[config.mk]
export PLATFORM = sky130hd
export DESIGN_NAME = fetch_unit
export DESIGN_NICKNAME = d
export VERILOG_FILES = /design/src/rtl/fetch_unit_pkg.sv /design/src/rtl/fetch_queue.sv /design/src/rtl/fetch_unit.sv
export SDC_FILE = /design/constraint.sdc
export NUM_CORES = 1
export LEC_CHECK = 0
export CAP_MARGIN = 20
export CORE_MARGIN = 3
export CORE_UTILIZATION = 55
export CTS_BUF_LIST = sky130_fd_sc_hd__clkbuf_4
export CTS_CLUSTER_SIZE = 16
export DETAILED_ROUTE_END_ITERATION = 10
export GPL_ROUTABILITY_DRIVEN = 0
export GPL_TIMING_DRIVEN = 0
export PLACE_DENSITY = 0.82
export SYNTH_ARGS = -nofsm -noshare
export SYNTH_HDL_FRONTEND = slang
export SYNTH_HIERARCHICAL = 1
export SYNTH_SLANG_ARGS = --single-unit
[constraint.sdc]
create_clock -name clk -period 3.4 [get_ports clk]
set_input_delay 0.51 -clock clk [delete_from_list [all_inputs] [get_ports clk]]
set_output_delay 0.51 -clock clk [all_outputs]
set_load 0.02 [all_outputs]
[src/rtl/fetch_unit_pkg.sv]
// ============================================================================
// Module      : fetch_unit_pkg
// Description : Shared types and constants for the instruction fetch unit.
// Revision    : 1.0 - initial release
// ============================================================================
`default_nettype none

package fetch_unit_pkg;

    localparam int unsigned c_inst_w = 32;
    localparam logic [c_inst_w-1:0] c_nop = 32'h0000_0013;

    typedef enum logic [1:0] {
        ST_RESET_WAIT = 2'd0,
        ST_RUN        = 2'd1,
        ST_FLUSH      = 2'd2
    } fetch_state_t;

endpackage

`default_nettype wire

[src/rtl/fetch_queue.sv]
// ============================================================================
// Module      : fetch_queue
// Description : Circular instruction/PC queue with synchronous flush.
// Revision    : 1.0 - initial release
// ============================================================================
`default_nettype none

module fetch_queue
    import fetch_unit_pkg::*;
#(
    parameter int DEPTH = 2
) (
    input  logic                         clk,
    input  logic                         reset,
    input  logic                         flush,
    input  logic                         push,
    input  logic [c_inst_w-1:0]          push_data,
    input  logic [31:0]                  push_pc,
    input  logic                         pop,
    output logic                         valid,
    output logic [c_inst_w-1:0]          head_data,
    output logic [31:0]                  head_pc,
    output logic [$clog2(DEPTH+1)-1:0]   count
);

    localparam int c_ptr_w = (DEPTH > 1) ? $clog2(DEPTH) : 1;
    localparam int c_cnt_w = $clog2(DEPTH + 1);

    logic [c_inst_w-1:0] r_data [DEPTH];
    logic [31:0]         r_pc   [DEPTH];
    logic [c_ptr_w-1:0]  r_wr;
    logic [c_ptr_w-1:0]  r_rd;
    logic [c_cnt_w-1:0]  r_count;
    logic [c_ptr_w-1:0]  w_wr_nxt;
    logic [c_ptr_w-1:0]  w_rd_nxt;
    logic                w_push;
    logic                w_pop;

    // DEPTH need not be a power of two, so pointers wrap explicitly
    assign w_wr_nxt = (r_wr == c_ptr_w'(DEPTH - 1)) ? '0 : r_wr + c_ptr_w'(1);
    assign w_rd_nxt = (r_rd == c_ptr_w'(DEPTH - 1)) ? '0 : r_rd + c_ptr_w'(1);

    assign valid  = (r_count != '0);
    assign w_push = push && (r_count != c_cnt_w'(DEPTH));
    assign w_pop  = pop && valid;

    always_ff @(posedge clk or negedge reset) begin
        if (!reset) begin
            r_wr    <= '0;
            r_rd    <= '0;
            r_count <= '0;
            for (int i = 0; i < DEPTH; i++) begin
                r_data[i] <= c_nop;
                r_pc[i]   <= '0;
            end
        end else if (flush) begin
            r_wr    <= '0;
            r_rd    <= '0;
            r_count <= '0;
        end else begin
            if (w_push) begin
                r_data[r_wr] <= push_data;
                r_pc[r_wr]   <= push_pc;
                r_wr         <= w_wr_nxt;
            end
            if (w_pop) begin
                r_rd <= w_rd_nxt;
            end
            case ({w_push, w_pop})
                2'b10:   r_count <= r_count + c_cnt_w'(1);
                2'b01:   r_count <= r_count - c_cnt_w'(1);
                default: r_count <= r_count;
            endcase
        end
    end

    assign head_data = valid ? r_data[r_rd] : '0;
    assign head_pc   = valid ? r_pc[r_rd]   : '0;
    assign count     = r_count;

endmodule

`default_nettype wire

[src/rtl/fetch_unit.sv]
// ============================================================================
// Module      : fetch_unit
// Description : Instruction fetch with bounded in-flight requests and redirect.
// Revision    : 1.0 - initial release
// ============================================================================
`default_nettype none

module fetch_unit
    import fetch_unit_pkg::*;
#(
    parameter int          DEPTH    = 2,
    parameter logic [31:0] RESET_PC = 32'h0000_0000
) (
    input  logic                clk,
    input  logic                reset,
    output logic                imem_req_valid,
    output logic [31:0]         imem_req_addr,
    input  logic                imem_req_ready,
    input  logic                imem_resp_valid,
    input  logic [c_inst_w-1:0] imem_resp_data,
    input  logic                redirect_valid,
    input  logic [31:0]         redirect_pc,
    output logic                inst_valid,
    output logic [c_inst_w-1:0] inst_data,
    output logic [31:0]         inst_pc,
    input  logic                inst_ready
);

    localparam int c_cnt_w = $clog2(DEPTH + 1);

    fetch_state_t        r_state;
    fetch_state_t        w_state_nxt;
    logic [31:0]         r_fetch_pc;
    logic [31:0]         r_resp_pc;
    logic [c_cnt_w-1:0]  r_outstanding;
    logic [c_cnt_w-1:0]  r_drop_cnt;
    logic [c_cnt_w-1:0]  w_out_nxt;
    logic [c_cnt_w-1:0]  w_drop_nxt;
    logic [c_cnt_w-1:0]  w_q_count;
    logic [c_cnt_w:0]    w_inflight;
    logic [31:0]         w_redirect_aligned;
    logic                w_accept;
    logic                w_resp;
    logic                w_drop;
    logic                w_push;
    logic                w_pop;
    logic                w_unused_ok;

    assign w_redirect_aligned = {redirect_pc[31:2], 2'b00};
    assign w_unused_ok        = ^redirect_pc[1:0];

    // Dropped-but-pending responses still occupy a slot in the in-flight budget
    assign w_inflight     = {1'b0, w_q_count} + {1'b0, r_outstanding};
    assign imem_req_valid = (r_state != ST_RESET_WAIT) && !redirect_valid
                            && (w_inflight < (c_cnt_w + 1)'(DEPTH));
    assign imem_req_addr  = r_fetch_pc;
    assign w_accept       = imem_req_valid && imem_req_ready;

    // Responses with nothing outstanding are strays from before a reset
    assign w_resp = imem_resp_valid && (r_outstanding != '0);
    assign w_drop = redirect_valid || (r_drop_cnt != '0);
    assign w_push = w_resp && !w_drop;
    assign w_pop  = inst_valid && inst_ready && !redirect_valid;

    always_comb begin
        w_out_nxt   = r_outstanding;
        w_drop_nxt  = r_drop_cnt;
        w_state_nxt = r_state;
        if (w_accept) begin
            w_out_nxt = w_out_nxt + c_cnt_w'(1);
        end
        if (w_resp) begin
            w_out_nxt = w_out_nxt - c_cnt_w'(1);
        end
        if (redirect_valid) begin
            w_drop_nxt = w_out_nxt;
        end else if (w_resp && (r_drop_cnt != '0)) begin
            w_drop_nxt = r_drop_cnt - c_cnt_w'(1);
        end
        case (r_state)
            ST_RESET_WAIT: w_state_nxt = ST_RUN;
            ST_RUN:        if (redirect_valid && (w_drop_nxt != '0)) w_state_nxt = ST_FLUSH;
            ST_FLUSH:      if (w_drop_nxt == '0) w_state_nxt = ST_RUN;
            default:       w_state_nxt = ST_RESET_WAIT;
        endcase
    end

    always_ff @(posedge clk or negedge reset) begin
        if (!reset) begin
            r_state       <= ST_RESET_WAIT;
            r_fetch_pc    <= RESET_PC;
            r_resp_pc     <= RESET_PC;
            r_outstanding <= '0;
            r_drop_cnt    <= '0;
        end else begin
            r_state       <= w_state_nxt;
            r_outstanding <= w_out_nxt;
            r_drop_cnt    <= w_drop_nxt;
            if (redirect_valid) begin
                r_fetch_pc <= w_redirect_aligned;
                r_resp_pc  <= w_redirect_aligned;
            end else begin
                if (w_accept) r_fetch_pc <= r_fetch_pc + 32'd4;
                if (w_push)   r_resp_pc  <= r_resp_pc + 32'd4;
            end
        end
    end

    fetch_queue #(
        .DEPTH (DEPTH)
    ) u_queue (
        .clk       (clk),
        .reset     (reset),
        .flush     (redirect_valid),
        .push      (w_push),
        .push_data (imem_resp_data),
        .push_pc   (r_resp_pc),
        .pop       (w_pop),
        .valid     (inst_valid),
        .head_data (inst_data),
        .head_pc   (inst_pc),
        .count     (w_q_count)
    );

endmodule

`default_nettype wire

==> flow_summary.json, run 1 <==
{
  "status": "finished, final reports clean",
  "crit_family": "buffers and inverters",
  "slew_viol_final": 0,
  "drc": 0,
  "netlist_instances": 853,
  "numCtsBuffers": 17,
  "grt_first_pass_wirelength_um": 39800,
  "cp-start-kind": "flop",
  "ir_drop_mv": 0.322,
  "dp_slack_ns": -0.577,
  "antenna_left": 0,
  "row_count": 48,
  "htree_levels": 4,
  "initial_utilization_pct": 56.9,
  "drt_iter0_drc": 400,
  "clkTransAtPathRegs_ns": 0.16,
  "synthDistinctLibCells": 60,
  "grt_pass1_vias": 7580,
  "postLayoutCoreUtil_pct": 69.8,
  "synth_edf_count": 0,
  "max_stage_delay_ns": 0.57,
  "maxClockFrequency_mhz": 314,
  "post_drt_wl_per_cell_um": 18.8,
  "critPathKind": "reg2out",
  "fp.dieW_um": 141,
  "yosysSeqAreaShare_pct": 49.8,
  "vias": 7412,
  "max_cap_viol_count": 0,
  "worst_pin_slew_ns": 0.783,
  "finalCritPeriodShare_pct": 93.7,
  "power_density_nw_per_um2": 545,
  "antenna_found_initial": 0,
  "yosys_warnings": 6,
  "regArea_um2": 4960,
  "drtPass1Iterations": 5,
  "io_pins": 168,
  "endpoint_kind": "primary output",
  "path_cells": "nor2_1 > clkbuf_2 > buf_1 > nor2_1 > clkdlybuf4s50_1",
  "cp-startpoint": "u_queue/count[1]",
  "min_period_ns": 3.19,
  "avgSynthCellArea_um2": 11.7,
  "drive_gt1_share_pct": 20.5,
  "worst_ep_required_time_ns": 2.89,
  "synth-seq-cells": 198,
  "grtUsageTotal_pct": 25.0,
  "critical_path_arrival_ns": 2.68,
  "instances_no_fill": 1280,
  "hold_viol_final": 0,
  "grt_max_degree": 102,
  "hpwl_um": 17600,
  "leakage_uw": 0.00514,
  "syn_to_final_growth_pct": 22.8,
  "fin_skew_ns": 0.0244,
  "avgViaCountPerCell": 5.79,
  "setup_viol": 0,
  "synth_top_area_share_pct": 48.2,
  "overflow": 0,
  "fin_ws_ns": 0.213,
  "yosys.area.top_type": "dfrtp_1",
  "max_slew_margin_pct": 47.8,
  "async_reset_ff_share_pct": 100,
  "fillers": 1295,
  "dp.cells": 1247,
  "synth_flop_cell": "dfrtp_1",
  "tns_ns": 0,
  "buffer_ports.inserted": 163,
  "diodes": 0,
  "min_path_type": "in2reg",
  "min_from": "redirect_pc[22]",
  "cts-root-buf": "clkbuf_4",
  "coreArea_um2": 17500,
  "fp.dieH_um": 141,
  "slowest_stage": "clkdlybuf4s50_1",
  "worstPathMaxFanout": 10,
  "multiInputGateArea_um2": 4720,
  "reg2reg_from": "u_queue/count[0]",
  "netlist_area_um2": 9970,
  "die-area_um2": 19800,
  "cts_tree": "done",
  "clockBufferDepth": 2,
  "cpMostUsedCell": "nor2_1",
  "rsz0062_at_grt": "false",
  "insertion_delay_ns": 0.57,
  "yosys-top-cells-area": "dfrtp_1 48%, mux2_4 9.0%, mux2_2 8.8%, mux2i_1 6.6%, nor2_1 3.2%",
  "nNetsFinal": 1117,
  "cp_num_buf_inv": 3,
  "clock-sinks": 198,
  "wirelength_um": 24000
}
-- power breakdown --
group          switching [uW]  internal, uW  leakage (uW)
Sequential                439          2930       0.00252
Clock                     772           437      0.000144
Combinational             925          1170       0.00248
Total                    2140          4540       0.00514
-- path summary, 6_finish.rpt --
path                                          end  slack [ns]  depth (start not counted)
min in group asynchronous       u_queue/r_data[9]        0.54                          2
worst min-delay path            imem_req_addr[22]        0.51                          3
max in group asynchronous           r_resp_pc[29]        1.92                          3
worst min register to register   u_queue/r_pc[27]        0.52                          1
worst max-delay path                inst_data[16]        0.21                          5
worst max register to register  imem_req_addr[12]        0.28                          7
-- layout by cell type (no fill, tap or decap), drive strengths merged, types with 12 or more instances in the layout --
cell type,synthesis,layout
clkbuf,14,31
nand4,17,17
inv,18,18
nand2,54,54
buf,31,34
nor2,86,86
dfrtp,192,192
mux2i,66,66
xor2,19,19
nand3,28,28
xnor2,22,22
o21ai,38,38
clkdlybuf4s50,0,161
mux2,138,138
a21oi,12,12
-- cells in the mapped netlist (2+ instances only) --
library cell / instances
buf_2: 15
nor4_4: 2
a31oi_1: 5
nand3_1: 28
nor3_1: 11
nor3b_1: 3
o211ai_1: 10
inv_1: 17
xor2_1: 19
nand4_1: 17
ha_1: 4
a21boi_0: 3
a31o_2: 3
and4_1: 4
nand2_1: 54
buf_6: 7
a21o_1: 2
nor4_1: 5
buf_1: 7
nand4b_1: 4
o311ai_1: 3
nor2_1: 85
and2_1: 6
and3_1: 9
o311ai_0: 6
mux2i_1: 66
clkbuf_1: 14
a21oi_1: 12
buf_4: 2
dfrtp_1: 192
dfstp_2: 6
a21boi_1: 2
mux2_2: 78
or3_1: 4
mux2_4: 60
nand3b_1: 2
o21ai_0: 38
nand2b_1: 4
xnor2_1: 22
nor4b_1: 2
-- tightest hold or removal path: cells and delay by family --
family | cells | cell delay (ns)
buffers and inverters | 1 | 0.40
AND/OR/NAND/NOR | 2 | 0.14
-- state kept, by name (all words and copies together), names as in the netlist --
register	flops
u_queue/count	2
u_queue/r_data	64
r_drop_cnt	2
imem_req_addr	30
r_outstanding	2
r_state	2
u_queue/r_rd	1
u_queue/r_pc	64
r_resp_pc	30
u_queue/r_wr	1
-- cell families (layout without fill, tap and decap cells) --
kind of cell             after synthesis  in the layout  share of synthesized area, %
buffers and inverters                 63            260                          3.16
other                                  1              6                        0.0376
XOR/XNOR                              41             41                          3.60
AND/OR/NAND/NOR                      249            249                          12.5
adder cells (fa/ha/maj)                5              5                         0.703
multiplexers                         204            204                          24.5
AO/OA/AOI/OAI                         92             92                          5.82
flip-flops                           198            198                          49.8
-- layout make-up --
| class | instances | share of cell area [%] |
|---|---|---|
| well taps | 225 | 2.30 |
| plain buffers | 44 | 2.02 |
| inverters | 18 | 0.552 |
| clock buffers | 18 | 1.10 |
| multi-input cells | 597 | 38.6 |
| clock inverters | 14 | 1.11 |
| flip-flops and latches | 198 | 40.5 |
| repair buffers | 166 | 13.8 |
-- per-stage QoR --
stage	cell area, um2	hold slack, ns	power [uW]
2_1_floorplan	9990	0.214	4730
3_3_place_gp	11900	0.486	5380
3_5_place_dp	11900	0.492	5480
4_1_cts	12200	0.485	6700
5_1_grt	12200	0.496	7070
6_report	12200	0.512	6680
-- timing repair --
| item | in CTS | in global routing |
|---|---|---|
| endpoints found under the hold margin | 94 | 0 |
| setup buffers | 0 | 1 |
| setup endpoints to repair | 21 | 167 |
| pin swaps | 0 | 1 |
| gates resized for setup | 4 | 2 |
| hold buffers | 1 | 0 |
-- metal layers --
layer / GRT usage, % / part of all wire, % / vias to the layer above
met5: 0 / 0 / -
met4: 7.55 / 1.9 / 0
met3: 4.04 / 6.0 / 34
met2: 39.5 / 47 / 289
met1: 35.8 / 45 / 3672
li1: - / - / 3417
(Power assumes the default switching activity.)
==> run 2, diff against run 1 <==
CORE_UTILIZATION = 30   (was 55)
PLACE_DENSITY = not set   (was 0.82)
==> flow_summary.json, run 2 (synthesis results as in run 1) <==
{
  "fin_hold_ws_ns": 0.507,
  "drt_iter0_drc": 394,
  "ir_drop_mv": 0.308,
  "worst_ep_required_time_ns": 2.89,
  "clkTransAtPathRegs_ns": 0.21,
  "coreArea_um2": 32600,
  "grt_pass1_vias": 7512,
  "maxClockFrequency_mhz": 316,
  "layout_commonest_cell": "dfrtp_1",
  "fp.dieW_um": 188,
  "antenna_left": 0,
  "dp_slack_ns": -0.780,
  "grt_first_pass_wirelength_um": 43200,
  "largest_registers": "u_queue/r_data x64, u_queue/r_pc x64",
  "critical_path_arrival_ns": 2.65,
  "final_cell_mix": "192 x dfrtp_1, 161 x clkdlybuf4s50_1, 85 x nor2_1",
  "initial_utilization_pct": 30.6,
  "row_count": 66,
  "worst_pin_slew_ns": 0.830,
  "grt_max_degree": 105,
  "io_pins": 168,
  "min_period_ns": 3.16,
  "fin_ws_ns": 0.235,
  "clock-sinks": 198,
  "overflow": 0,
  "drive_gt1_share_pct": 21.2,
  "syn_to_final_growth_pct": 26.1,
  "setup_viol": 0,
  "max_cap_viol_count": 0,
  "buffer_ports.inserted": 163,
  "antenna_found_initial": 1,
  "critPathKind": "reg2out",
  "htree_levels": 4,
  "hold_viol_final": 0,
  "worstPathMaxFanout": 10,
  "placed_area_um2": 12200,
  "wirelength_um": 27400,
  "drc": 0,
  "instances_no_fill": 1502,
  "slowest_stage": "clkdlybuf4s50_1",
  "fin_skew_ns": 0.0376,
  "min_path_type": "in2async",
  "leakage_uw": 0.00519,
  "rsz0062_at_grt": "false",
  "regArea_um2": 4960,
  "vias": 7278,
  "regToRegSetupSlack_ns": 0.33,
  "nNetsFinal": 1121,
  "cts_tree": "done",
  "reg2reg_from": "u_queue/count[0]",
  "cp-start-kind": "flop",
  "cp_num_buf_inv": 4,
  "finalCritPeriodShare_pct": 93.1,
  "max_stage_delay_ns": 0.56,
  "endpoint_kind": "primary output",
  "die-area_um2": 35500,
  "fillers": 3188,
  "r2r-end": "imem_req_addr[12]",
  "grtUsageTotal_pct": 15.4,
  "insertion_delay_ns": 0.60,
  "slew_viol_final": 0,
  "path_cells": "nor2_1 > clkbuf_2 > buf_1 > inv_1 > clkdlybuf4s50_1",
  "final_area_um2": 12600,
  "power_density_nw_per_um2": 542,
  "max_slew_margin_pct": 44.7,
  "fp.dieH_um": 188,
  "dp.cells": 1464,
  "crit_family": "buffers and inverters",
  "cts-root-buf": "clkbuf_4",
  "worstRegToRegCells": 7,
  "hpwl_um": 19700,
  "post_drt_wl_per_cell_um": 18.2,
  "clockBufferDepth": 2,
  "multiInputGateArea_um2": 4710,
  "numCtsBuffers": 17,
  "status": "finished, final reports clean",
  "avgViaCountPerCell": 4.85,
  "drtPass1Iterations": 4
}
-- run 2: cell types whose count changed in the layout (fill, tap and decap cells not counted), moves of 2 or more --
cell        before  now
buf_1            7    5
buf_4            2    7
clkinv_1         3    0
clkinv_2         3    0
clkinv_4         4    1
clkinv_8         0    4
clkinvlp_4       2    0
inv_6            0    6
inv_8            0    2
-- run 2: worst max-delay path by stage --
stage	end	start	slack [ns]	depth (start not counted)
2_1_floorplan	imem_req_addr[12]	u_queue/count[0]	0.72	7
3_3_place_gp	imem_req_addr[26]	reset	-6.79	1
3_5_place_dp	u_queue/r_pc[28]	redirect_valid	-0.78	9
4_1_cts	u_queue/r_data[3]	redirect_valid	0.01	8
5_1_grt	inst_valid	u_queue/count[0]	0.02	5
6_report	inst_valid	u_queue/count[1]	0.24	5
-- run 2: worst register-to-register path, stage by stage (launching register included) --
cell,delay (ns)
dfrtp_1,0.52
and2_1,0.22
fa_1,0.47
or4b_4,0.57
nor4_4,0.63
nand3_1,0.18
xnor2_1,0.15
mux2_2,0.26
-- run 2: power breakdown --
part	internal, uW	switching, uW
clock	421	941
combinational	1170	928
sequential	2930	420
-- run 2: metrics by stage --
step           setup TNS (ns)  power [uW]  utilization [%]
6_report                    0        6810             38.6
5_1_grt                     0        7250             38.6
4_1_cts                     0        6890             38.5
3_5_place_dp           -92.70        5500             37.4
3_3_place_gp         -1407.70        5440             37.3
2_1_floorplan               0        4730                -
-- run 2: area by class of cell --
cell class / count / share of cell area [%]
Antenna cell: 1 / 0.0199
Buffer: 44 / 1.99
Inverter: 18 / 0.537
Clock buffer: 18 / 1.07
Tap cell: 442 / 4.40
Multi-Input combinational cell: 597 / 37.5
Sequential cell: 198 / 39.5
Timing Repair Buffer: 170 / 13.6
Clock inverter: 14 / 1.42
-- run 2: repair_timing --
item                                   in CTS  in global routing
setup endpoints to repair                 170                 50
hold buffers                                1                  0
pin swaps                                   2                  1
buffers inserted                            3                  2
endpoints found under the hold margin      88                  0
resized for setup                           5                  1
-- run 2: layer usage --
metal	GRT usage (%)	vias up	routed length, um
li1	-	3411	-
met1	21.8	3606	13100
met2	24.4	239	12400
met3	3.31	22	1540
met4	3.24	0	337
met5	0	-	0
